File: config.mk
export PLATFORM = sky130hd
export DESIGN_NAME = sa_skew_feeder_flat
export DESIGN_NICKNAME = d
export VERILOG_FILES = /design/src/rtl/sa_skew_feeder_if.sv /design/src/rtl/sa_skew_feeder.sv /design/src/flat_wrapper.sv
export SDC_FILE = /design/constraint.sdc
export NUM_CORES = 1
export LEC_CHECK = 0
export CAP_MARGIN = 20
export CORE_MARGIN = 1.5
export CORE_UTILIZATION = 60
export CTS_BUF_LIST = sky130_fd_sc_hd__clkbuf_4 sky130_fd_sc_hd__clkbuf_8
export CTS_CLUSTER_DIAMETER = 100
export DETAILED_ROUTE_END_ITERATION = 8
export PLACE_DENSITY = 0.84
export SYNTH_ARGS = -nofsm -noshare
export SYNTH_HDL_FRONTEND = slang
export SYNTH_SLANG_ARGS = --single-unit
File: constraint.sdc
create_clock -name clk -period 10.1 [get_ports clk]
set_clock_uncertainty 0.15 [all_clocks]
set_input_delay 1.01 -clock clk [delete_from_list [all_inputs] [get_ports clk]]
set_output_delay 1.01 -clock clk [all_outputs]
set_load 0.02 [all_outputs]
File: src/rtl/sa_skew_feeder_if.sv
// Producer-side handshake and array-side lane bus of the systolic-array skew feeder.
// The master is the vector producer (which also observes the array-facing outputs); the slave is the feeder.
interface sa_skew_feeder_if #(
  parameter int NUM_ROWS   = 8,
  parameter int NUM_COLS   = 4,
  parameter int DATA_WIDTH = 8
);
  logic                           in_valid;
  logic                           in_ready;
  logic [NUM_ROWS*DATA_WIDTH-1:0] in_act;
  logic [NUM_COLS*DATA_WIDTH-1:0] in_wgt;
  logic                           in_last;
  logic                           arr_clear;
  logic [NUM_ROWS*DATA_WIDTH-1:0] act_out;
  logic [NUM_COLS*DATA_WIDTH-1:0] wgt_out;
  logic                           arr_valid;
  logic                           tile_done;
  logic                           busy;

  modport master (
    output in_valid, in_act, in_wgt, in_last,
    input  in_ready, arr_clear, act_out, wgt_out, arr_valid, tile_done, busy
  );

  modport slave (
    input  in_valid, in_act, in_wgt, in_last,
    output in_ready, arr_clear, act_out, wgt_out, arr_valid, tile_done, busy
  );
endinterface

File: src/rtl/sa_skew_feeder.sv
// Tile buffer plus diagonal-skew lane driver for the NUM_ROWS x NUM_COLS systolic MAC array.
// Buffers up to DEPTH vectors, pulses the accumulator clear, then streams the tile with lane r / c delayed r / c cycles.
//
//   state  | meaning
//   -------+-----------------------------------------------------------
//   LOAD   | accept vectors into the tile buffer until in_last or full
//   CLEAR  | one-cycle accumulator clear; buffer word 0 enters the skew chains
//   STREAM | K cycles; remaining buffer words enter the skew chains
//   DRAIN  | M-1 cycles of zeros flushing the longest skew chain
//   DONE   | one-cycle tile_done pulse, buffer emptied
module sa_skew_feeder #(
  parameter int NUM_ROWS   = 8,
  parameter int NUM_COLS   = 4,
  parameter int DATA_WIDTH = 8,
  parameter int DEPTH      = 8
) (
  input logic             clk,
  input logic             reset,
  sa_skew_feeder_if.slave bus
);

  localparam int M  = (NUM_ROWS > NUM_COLS) ? NUM_ROWS : NUM_COLS;
  localparam int AW = (DEPTH > 1) ? $clog2(DEPTH) : 1;
  localparam int MW = (M > 1) ? $clog2(M) : 1;
  localparam int TW = (AW > MW) ? AW : MW;
  localparam int AV = NUM_ROWS * DATA_WIDTH;
  localparam int WV = NUM_COLS * DATA_WIDTH;

  localparam logic [AW-1:0] LAST_IDX   = AW'(DEPTH - 1);
  localparam logic [TW-1:0] DRAIN_INIT = TW'((M > 1) ? (M - 2) : 0);

  localparam logic [2:0] LOAD   = 3'd0;
  localparam logic [2:0] CLEAR  = 3'd1;
  localparam logic [2:0] STREAM = 3'd2;
  localparam logic [2:0] DRAIN  = 3'd3;
  localparam logic [2:0] DONE   = 3'd4;

  logic [2:0]    state;
  logic [2:0]    state_nxt;
  logic [AW-1:0] count;
  logic [AW-1:0] klast;
  logic [AW-1:0] rd_ptr;
  logic [TW-1:0] tmr;

  logic in_ready_q;
  logic arr_clear_q;
  logic arr_valid_q;
  logic tile_done_q;
  logic busy_q;

  logic accept;
  logic tile_end;
  logic head_en;

  logic [AV-1:0] act_mem [DEPTH];
  logic [WV-1:0] wgt_mem [DEPTH];
  logic [AV-1:0] head_act;
  logic [WV-1:0] head_wgt;

  // in_ready_q is high exactly while in LOAD, so it doubles as the accept qualifier.
  assign accept   = bus.in_valid && in_ready_q;
  assign tile_end = accept && (bus.in_last || (count == LAST_IDX));

  always_comb begin
    state_nxt = state;
    case (state)
      LOAD:    if (tile_end) state_nxt = CLEAR;
      CLEAR:   state_nxt = STREAM;
      STREAM:  if (tmr == '0) state_nxt = (M > 1) ? DRAIN : DONE;
      DRAIN:   if (tmr == '0) state_nxt = DONE;
      DONE:    state_nxt = LOAD;
      default: state_nxt = LOAD;
    endcase
  end

  always_ff @(posedge clk or negedge reset) begin
    if (!reset) begin
      state  <= LOAD;
      count  <= '0;
      klast  <= '0;
      rd_ptr <= '0;
      tmr    <= '0;
    end else begin
      state <= state_nxt;
      case (state)
        LOAD: begin
          rd_ptr <= '0;
          if (accept) count <= count + 1'b1;
          if (tile_end) klast <= count;
        end
        CLEAR: begin
          tmr    <= TW'(klast);
          rd_ptr <= rd_ptr + 1'b1;
        end
        STREAM: begin
          rd_ptr <= rd_ptr + 1'b1;
          if (tmr == '0) tmr <= DRAIN_INIT;
          else           tmr <= tmr - 1'b1;
        end
        DRAIN: begin
          if (tmr != '0) tmr <= tmr - 1'b1;
        end
        DONE: begin
          count  <= '0;
          rd_ptr <= '0;
        end
        default: begin
          count  <= '0;
          rd_ptr <= '0;
        end
      endcase
    end
  end

  always_ff @(posedge clk or negedge reset) begin
    if (!reset) begin
      in_ready_q  <= 1'b1;
      arr_clear_q <= 1'b0;
      arr_valid_q <= 1'b0;
      tile_done_q <= 1'b0;
      busy_q      <= 1'b0;
    end else begin
      in_ready_q  <= (state_nxt == LOAD);
      arr_clear_q <= (state_nxt == CLEAR);
      arr_valid_q <= (state_nxt == STREAM) || (state_nxt == DRAIN);
      tile_done_q <= (state_nxt == DONE);
      busy_q      <= (state_nxt != LOAD);
    end
  end

  // Data storage needs no reset: count alone defines which words are live.
  always_ff @(posedge clk) begin
    if (accept) begin
      act_mem[count] <= bus.in_act;
      wgt_mem[count] <= bus.in_wgt;
    end
  end

  // The chain head loads one cycle ahead of the visible lane so word t shows on lane 0 at s = t.
  assign head_en = (state == CLEAR) || ((state == STREAM) && (tmr != '0));

  always_comb begin
    head_act = '0;
    head_wgt = '0;
    if (head_en) begin
      head_act = act_mem[rd_ptr];
      head_wgt = wgt_mem[rd_ptr];
    end
  end

  for (genvar r = 0; r < NUM_ROWS; r++) begin : g_act
    logic [DATA_WIDTH-1:0] pipe [r+1];

    always_ff @(posedge clk or negedge reset) begin
      if (!reset) begin
        for (int i = 0; i <= r; i++) pipe[i] <= '0;
      end else begin
        pipe[0] <= head_act[r*DATA_WIDTH +: DATA_WIDTH];
        for (int i = 1; i <= r; i++) pipe[i] <= pipe[i-1];
      end
    end

    assign bus.act_out[r*DATA_WIDTH +: DATA_WIDTH] = pipe[r];
  end

  for (genvar c = 0; c < NUM_COLS; c++) begin : g_wgt
    logic [DATA_WIDTH-1:0] pipe [c+1];

    always_ff @(posedge clk or negedge reset) begin
      if (!reset) begin
        for (int i = 0; i <= c; i++) pipe[i] <= '0;
      end else begin
        pipe[0] <= head_wgt[c*DATA_WIDTH +: DATA_WIDTH];
        for (int i = 1; i <= c; i++) pipe[i] <= pipe[i-1];
      end
    end

    assign bus.wgt_out[c*DATA_WIDTH +: DATA_WIDTH] = pipe[c];
  end

  assign bus.in_ready  = in_ready_q;
  assign bus.arr_clear = arr_clear_q;
  assign bus.arr_valid = arr_valid_q;
  assign bus.tile_done = tile_done_q;
  assign bus.busy      = busy_q;

endmodule

File: src/flat_wrapper.sv
// flat-port wrapper written by rule: the top's interface ports become plain ports
module sa_skew_feeder_flat 
#(
  parameter int NUM_ROWS   = 8,
  parameter int NUM_COLS   = 4,
  parameter int DATA_WIDTH = 8,
  parameter int DEPTH      = 8
)
  (clk, reset, bus_in_valid, bus_in_act, bus_in_wgt, bus_in_last, bus_in_ready, bus_arr_clear, bus_act_out, bus_wgt_out, bus_arr_valid, bus_tile_done, bus_busy);
  sa_skew_feeder_if #(.NUM_ROWS(NUM_ROWS), .NUM_COLS(NUM_COLS), .DATA_WIDTH(DATA_WIDTH)) bus_i ();
  input logic clk;
  input logic reset;
  input wire logic [$bits(bus_i.in_valid)-1:0] bus_in_valid;
  input wire logic [$bits(bus_i.in_act)-1:0] bus_in_act;
  input wire logic [$bits(bus_i.in_wgt)-1:0] bus_in_wgt;
  input wire logic [$bits(bus_i.in_last)-1:0] bus_in_last;
  output wire logic [$bits(bus_i.in_ready)-1:0] bus_in_ready;
  output wire logic [$bits(bus_i.arr_clear)-1:0] bus_arr_clear;
  output wire logic [$bits(bus_i.act_out)-1:0] bus_act_out;
  output wire logic [$bits(bus_i.wgt_out)-1:0] bus_wgt_out;
  output wire logic [$bits(bus_i.arr_valid)-1:0] bus_arr_valid;
  output wire logic [$bits(bus_i.tile_done)-1:0] bus_tile_done;
  output wire logic [$bits(bus_i.busy)-1:0] bus_busy;
  assign bus_i.in_valid = bus_in_valid;
  assign bus_i.in_act = bus_in_act;
  assign bus_i.in_wgt = bus_in_wgt;
  assign bus_i.in_last = bus_in_last;
  assign bus_in_ready = bus_i.in_ready;
  assign bus_arr_clear = bus_i.arr_clear;
  assign bus_act_out = bus_i.act_out;
  assign bus_wgt_out = bus_i.wgt_out;
  assign bus_arr_valid = bus_i.arr_valid;
  assign bus_tile_done = bus_i.tile_done;
  assign bus_busy = bus_i.busy;
  sa_skew_feeder #(.NUM_ROWS(NUM_ROWS), .NUM_COLS(NUM_COLS), .DATA_WIDTH(DATA_WIDTH), .DEPTH(DEPTH)) u_core (.clk(clk), .reset(reset), .bus(bus_i));
endmodule
# After elaboration in Yosys (flattened, before gate mapping)

Memories as Yosys holds them, arrays and structs flattened.
Cells that the tools add are included.

Add/sub/neg operators: 3
Equal/unequal tests: 10
Muxes and demuxes: 14
Bitwise operators: 1
Reductions and logical operators: 17

Operators by type and width:

| cell                  | count |
|---|---|
| $mux W64              | 1 |
| $mux W32              | 1 |
| $mux W3               | 6 |
| $eq A3 B2 Y1 const B  | 4 |
| $pmux W3 S2           | 2 |
| $pmux W3 S4           | 1 |
| $logic_not A3 Y1      | 3 |
| $pmux W3 S3           | 1 |
| $reduce_bool A3 Y1    | 3 |
| $add A3 B1 Y3 const B | 2 |
| $eq A3 B1 Y1 const B  | 2 |
| $eq A3 B3 Y1 const B  | 2 |
| $reduce_and A2 Y1     | 3 |
| $ne A2 B1 Y1 const B  | 2 |
| $logic_and A1 B1 Y1   | 3 |
| $logic_or A1 B1 Y1    | 3 |
| $reduce_or A3 Y1      | 1 |
| $sub A3 B1 Y3 const B | 1 |
| $mux W1               | 2 |
| $reduce_or A2 Y1      | 1 |
| $not A1 Y1            | 1 |

Register bits: 388
RAM bits: 768
Input port bits: 100
Output and inout port bits: 101
Word-level logic and storage cells: 103
Memories kept: 2

Memories:

| memory         | words | width | read ports | clocked after memory_dff | wr ports | RTL line             | source |
|---|---|---|---|---|---|---|---|
| u_core.act_mem | 8     | 64    | 1          | 0                        | 1        | sa_skew_feeder.sv:55 | `logic [AV-1:0] act_mem [DEPTH];` |
| u_core.wgt_mem | 8     | 32    | 1          | 0                        | 1        | sa_skew_feeder.sv:56 | `logic [WV-1:0] wgt_mem [DEPTH];` |

# Logic depth before layout (Yosys ltp)

Word-level depth: 7
Mapped depth: 7

# Worst setup path before layout

No wires, ideal clock.

Kind: in2reg
Start point: in bus_in_valid
End point: mem u_core.act_mem[1][0] (netlist bit), enable pin
Arrival: 7641 ps
Path slack: 1641 ps
Cell stages on the path: 2
Cells stage by stage: nand3_1 > nor3_1

Word-level cells in the longest chain between the ends: 3

Ends and longest elaborated chain:

| item                          | RTL line              | source |
|---|---|---|
| start, declared               | flat_wrapper.sv:13    | `input wire logic [$bits(bus_i.in_valid)-1:0] bus_in_valid;` |
| $logic_and A1 B1 Y1           | sa_skew_feeder.sv:61  | `assign accept = bus.in_valid && in_ready_q;` |
| $mux W1                       | sa_skew_feeder.sv:133 | `if (accept) begin` |
| $mux W1 (implied by the code) | sa_skew_feeder.sv:134 | `act_mem[count] <= bus.in_act;` |
| end, declared                 | sa_skew_feeder.sv:55  |  |

No other way between the ends.

# Worst setup path after layout

Start point: reg u_core.rd_ptr[0]
End point: reg u_core.g_wgt[2].pipe[19] (netlist bit)

Word-level cells in the longest chain between the ends: 2

Ends and longest elaborated chain:

| item                    | RTL line              | source |
|---|---|---|
| start, declared         | sa_skew_feeder.sv:42  | `logic [AW-1:0] rd_ptr;` |
| start signal, assigned  | sa_skew_feeder.sv:93  | `rd_ptr <= rd_ptr + 1'b1;` |
| start signal, assigned  | sa_skew_feeder.sv:96  | `rd_ptr <= rd_ptr + 1'b1;` |
| $mem_v2 Z8 W32          | n/a                   |  |
| $mux W32                | sa_skew_feeder.sv:145 | `if (head_en) begin` |
| via u_core.head_wgt[19] | sa_skew_feeder.sv:58  | `logic [WV-1:0] head_wgt;` |
| end, declared           | sa_skew_feeder.sv:167 | `logic [DATA_WIDTH-1:0] pipe [c+1];` |

The timed path passes the listed nets, and every way through them passes these cells.
A chain may end at the register's enable or synchronous reset.

==> metrics.yaml <==
status:
  status: "completed"
clock_network:
  post_cts_buffers: 0
  numCtsBuffers: 172
  cts_sinks: 1156
  post_cts_resized: 0
  cts_hold_buffers: 0
  cts_tree: "yes"
  clk_latency_ns: 0.82
  clockBufferDepth: 3
  clk_pin_slew_ns: 0.06
  cts-root-buf: "clkbuf_8"
  h-tree-depth: 4
logic_synthesis:
  synth_top_cell_by_area: "edfxtp_1"
  async_flop_share_pct: 33.6
  syn_nets: 2201
  syn_inst: 2096
  yosysWarnings: 0
  ys_seq_area_share_pct: 80.5
  avgSynthCellArea_um2: 19.4
  synth-seq-cells: 1156
  ys_dominant_reg_cell: "edfxtp_1"
  synth_cell_types: 36
  syn_area_um2: 40700
  synth-edff-count: 768
  yosys.area.top_type_share_pct: 56.6
  yosys-top-cells-area: "edfxtp_1 (57%), dfrtp_1 (24%), mux2_2 (5.4%), mux2i_1 (4.8%), a22o_1 (2.1%)"
pwr:
  ir_drop_mv: 0.167
  cell_internal_pwr_mw: 9.39
  clockPowerShare_pct: 30.1
  power.density_nw_per_um2: 281
  pwr-share-comb_pct: 23.0
  p_switching_mw: 3.77
  total_power_mw: 13.2
  swShare_pct: 28.6
  leakagePower_nw: 17.3
  seqPwrFrac_pct: 47.0
critical_path:
  cp.arrival_ns: 4.04
  cp_max_fo: 64
  crit_required_ns: 10.60
  crit_family: "buffers and inverters"
  cp-end-kind: "register"
  critPathLaunch: "u_core.rd_ptr[0]$_DFFE_PN0P_"
  cp_cell_sequence: "buf_4 > buf_4 > mux2i_1 > a22o_1 > nor4_1"
  r2r-start: "u_core.rd_ptr[0]$_DFFE_PN0P_"
  path_class: "reg -> reg"
  cp_slowest_cell: "buf_4"
  slowest_delay_ns: 0.83
  critPathBufInv: 2
  crit_top_cell: "buf_4"
  worst_setup_path_start_kind: "register"
layout:
  final_cell_mix: "edfxtp_1 (768), dfrtp_1 (385), clkbuf_8 (208), clkdlybuf4s50_1 (199), mux2i_1 (195)"
  nets: 2419
  final_common_cell: "edfxtp_1"
  final_cell_count_no_fill: 3341
  drive_above_1_share_pct: 23.2
  multi_input_area_um2: 6800
  fin_area_um2: 46800
  fillerInstances: 3743
  register_area_um2: 32800
  area_growth_pct: 14.8
routing:
  drt-total-wl_um: 83200
  via_per_inst: 5.98
  vias: 20000
  dr.pass1.iters: 7
  avgRoutedWirePerCell_um: 24.9
  postRouteAntennaNets: 0
  dr.first_iter.drc_count: 2025
  drcViolationCount: 0
sta:
  fin_crit_ns: 3.54
  fin_crit_sh_pct: 35.0
  fin_ws_ns: 6.56
  tightest_slew_ns: 1.18
  finalSetupViolations: 0
  fin_tns_setup_ns: 0
  slew_headroom_pct: 21.6
  slew_violations: 0
  clock.fmax_ghz: 0.283
  hold_violations: 0
  rsz0062_at_grt: "no"
place:
  post-place-ws_ns: 6.01
  place.gp.congestion: 0.806
  dp.cells: 3010
  dpl.hpwl_um: 42700
  place_area_um2: 42900
  numPortBuffers: 200
global_route:
  grt_pass1_vias: 21300
  grt_pass1_wl_um: 125000
  track_usage_pct: 24.1
  grt_antenna_before_repair: 16
  grt.overflow.total: 0
  grt_max_degree: 149
floorplanning:
  die_area_um2: 69400
  die-width_um: 264
  ios: 201
  die_h_um: 264
  start_util_pct: 60.6
  core-area_um2: 67200
  rows: 95
job:
  maxCapViolCount: 0
min_path:
  hold_class: "in -> async"
-- metrics by stage --
stage,hold WS [ns],utilization (%)
finish,0.137,69.6
global route,0.158,69.6
floorplan,0.181,-
CTS,0.106,69.5
global placement,0.181,63.9
detailed placement,0.185,63.9
-- power groups by stage --
stage	logic, mW	clock network [mW]	registers, mW
global placement	2.86	0	6.23
floorplan	2.24	0	6.14
detailed placement	2.95	0	6.27
finish	3.03	3.95	6.18
CTS	2.98	4.02	6.19
global route	3.19	4.23	6.24
-- path summary, 6_finish.rpt --
path | slack, ns | cells past startpoint | to
worst max-delay path | 6.56 | 5 | u_core.g_wgt[2].pipe[19]$_DFF_PN0_
worst min-delay path | 0.14 | 1 | u_core.g_act[2].pipe[20]$_DFF_PN0_
worst max register to register | 6.56 | 5 | u_core.g_wgt[2].pipe[19]$_DFF_PN0_
worst min register to register | 0.18 | 0 | u_core.bus.act_out[35]$_DFF_PN0_
max in group asynchronous | 8.16 | 2 | u_core.bus.act_out[53]$_DFF_PN0_
min in group clk | 0.18 | 0 | u_core.bus.act_out[35]$_DFF_PN0_
-- kinds of logic (layout without fill, tap and decap cells) --
logic type	after synthesis	count (layout)	share of synthesized area, %
and+or+nand+nor	140	140	2.18
adders and majority gates	5	5	0.154
xor gates and xnor gates	3	3	0.0645
buffers and inverters	193	559	3.07
muxes	392	392	10.3
other	0	6	0
DFF	1156	1156	80.5
AOI/OAI and AO/OA	207	207	3.79
-- layer usage --
layer  wire (um)  track usage [%]  vias up
met5         106                0        -
met4        2620             10.8       16
met3        6080             5.90      182
met2       43100             40.5      894
met1       31300             29.8    10400
li1            -                -     8509
-- synthesized netlist by cell type, drive strengths merged (6+ instances only) --
library cell	count
edfxtp	768
dfrtp	387
mux2	197
mux2i	195
buf	147
nor4	97
a22o	96
o22ai	96
clkbuf	44
nor2	16
nand2b	7
nand2	6
-- registers in the layout, indices dropped and copies added, names as in the netlist, 24 cells and up --
signal / cells
u_core.act_mem: 512
u_core.g_act.pipe: 232
u_core.wgt_mem: 256
u_core.bus.wgt_out: 24
u_core.g_wgt.pipe: 56
u_core.bus.act_out: 56
-- layout make-up --
cell class | instances | area share [%]
diodes | 6 | 0.0321
clock buffers | 280 | 7.28
clock inverters | 42 | 0.682
inverters | 2 | 0.0161
multi-input cells | 747 | 14.5
flip-flops and latches | 1156 | 70.1
well taps | 873 | 2.34
repair buffers | 235 | 5.01
No activity file was read; power rests on OpenSTA's default activity.
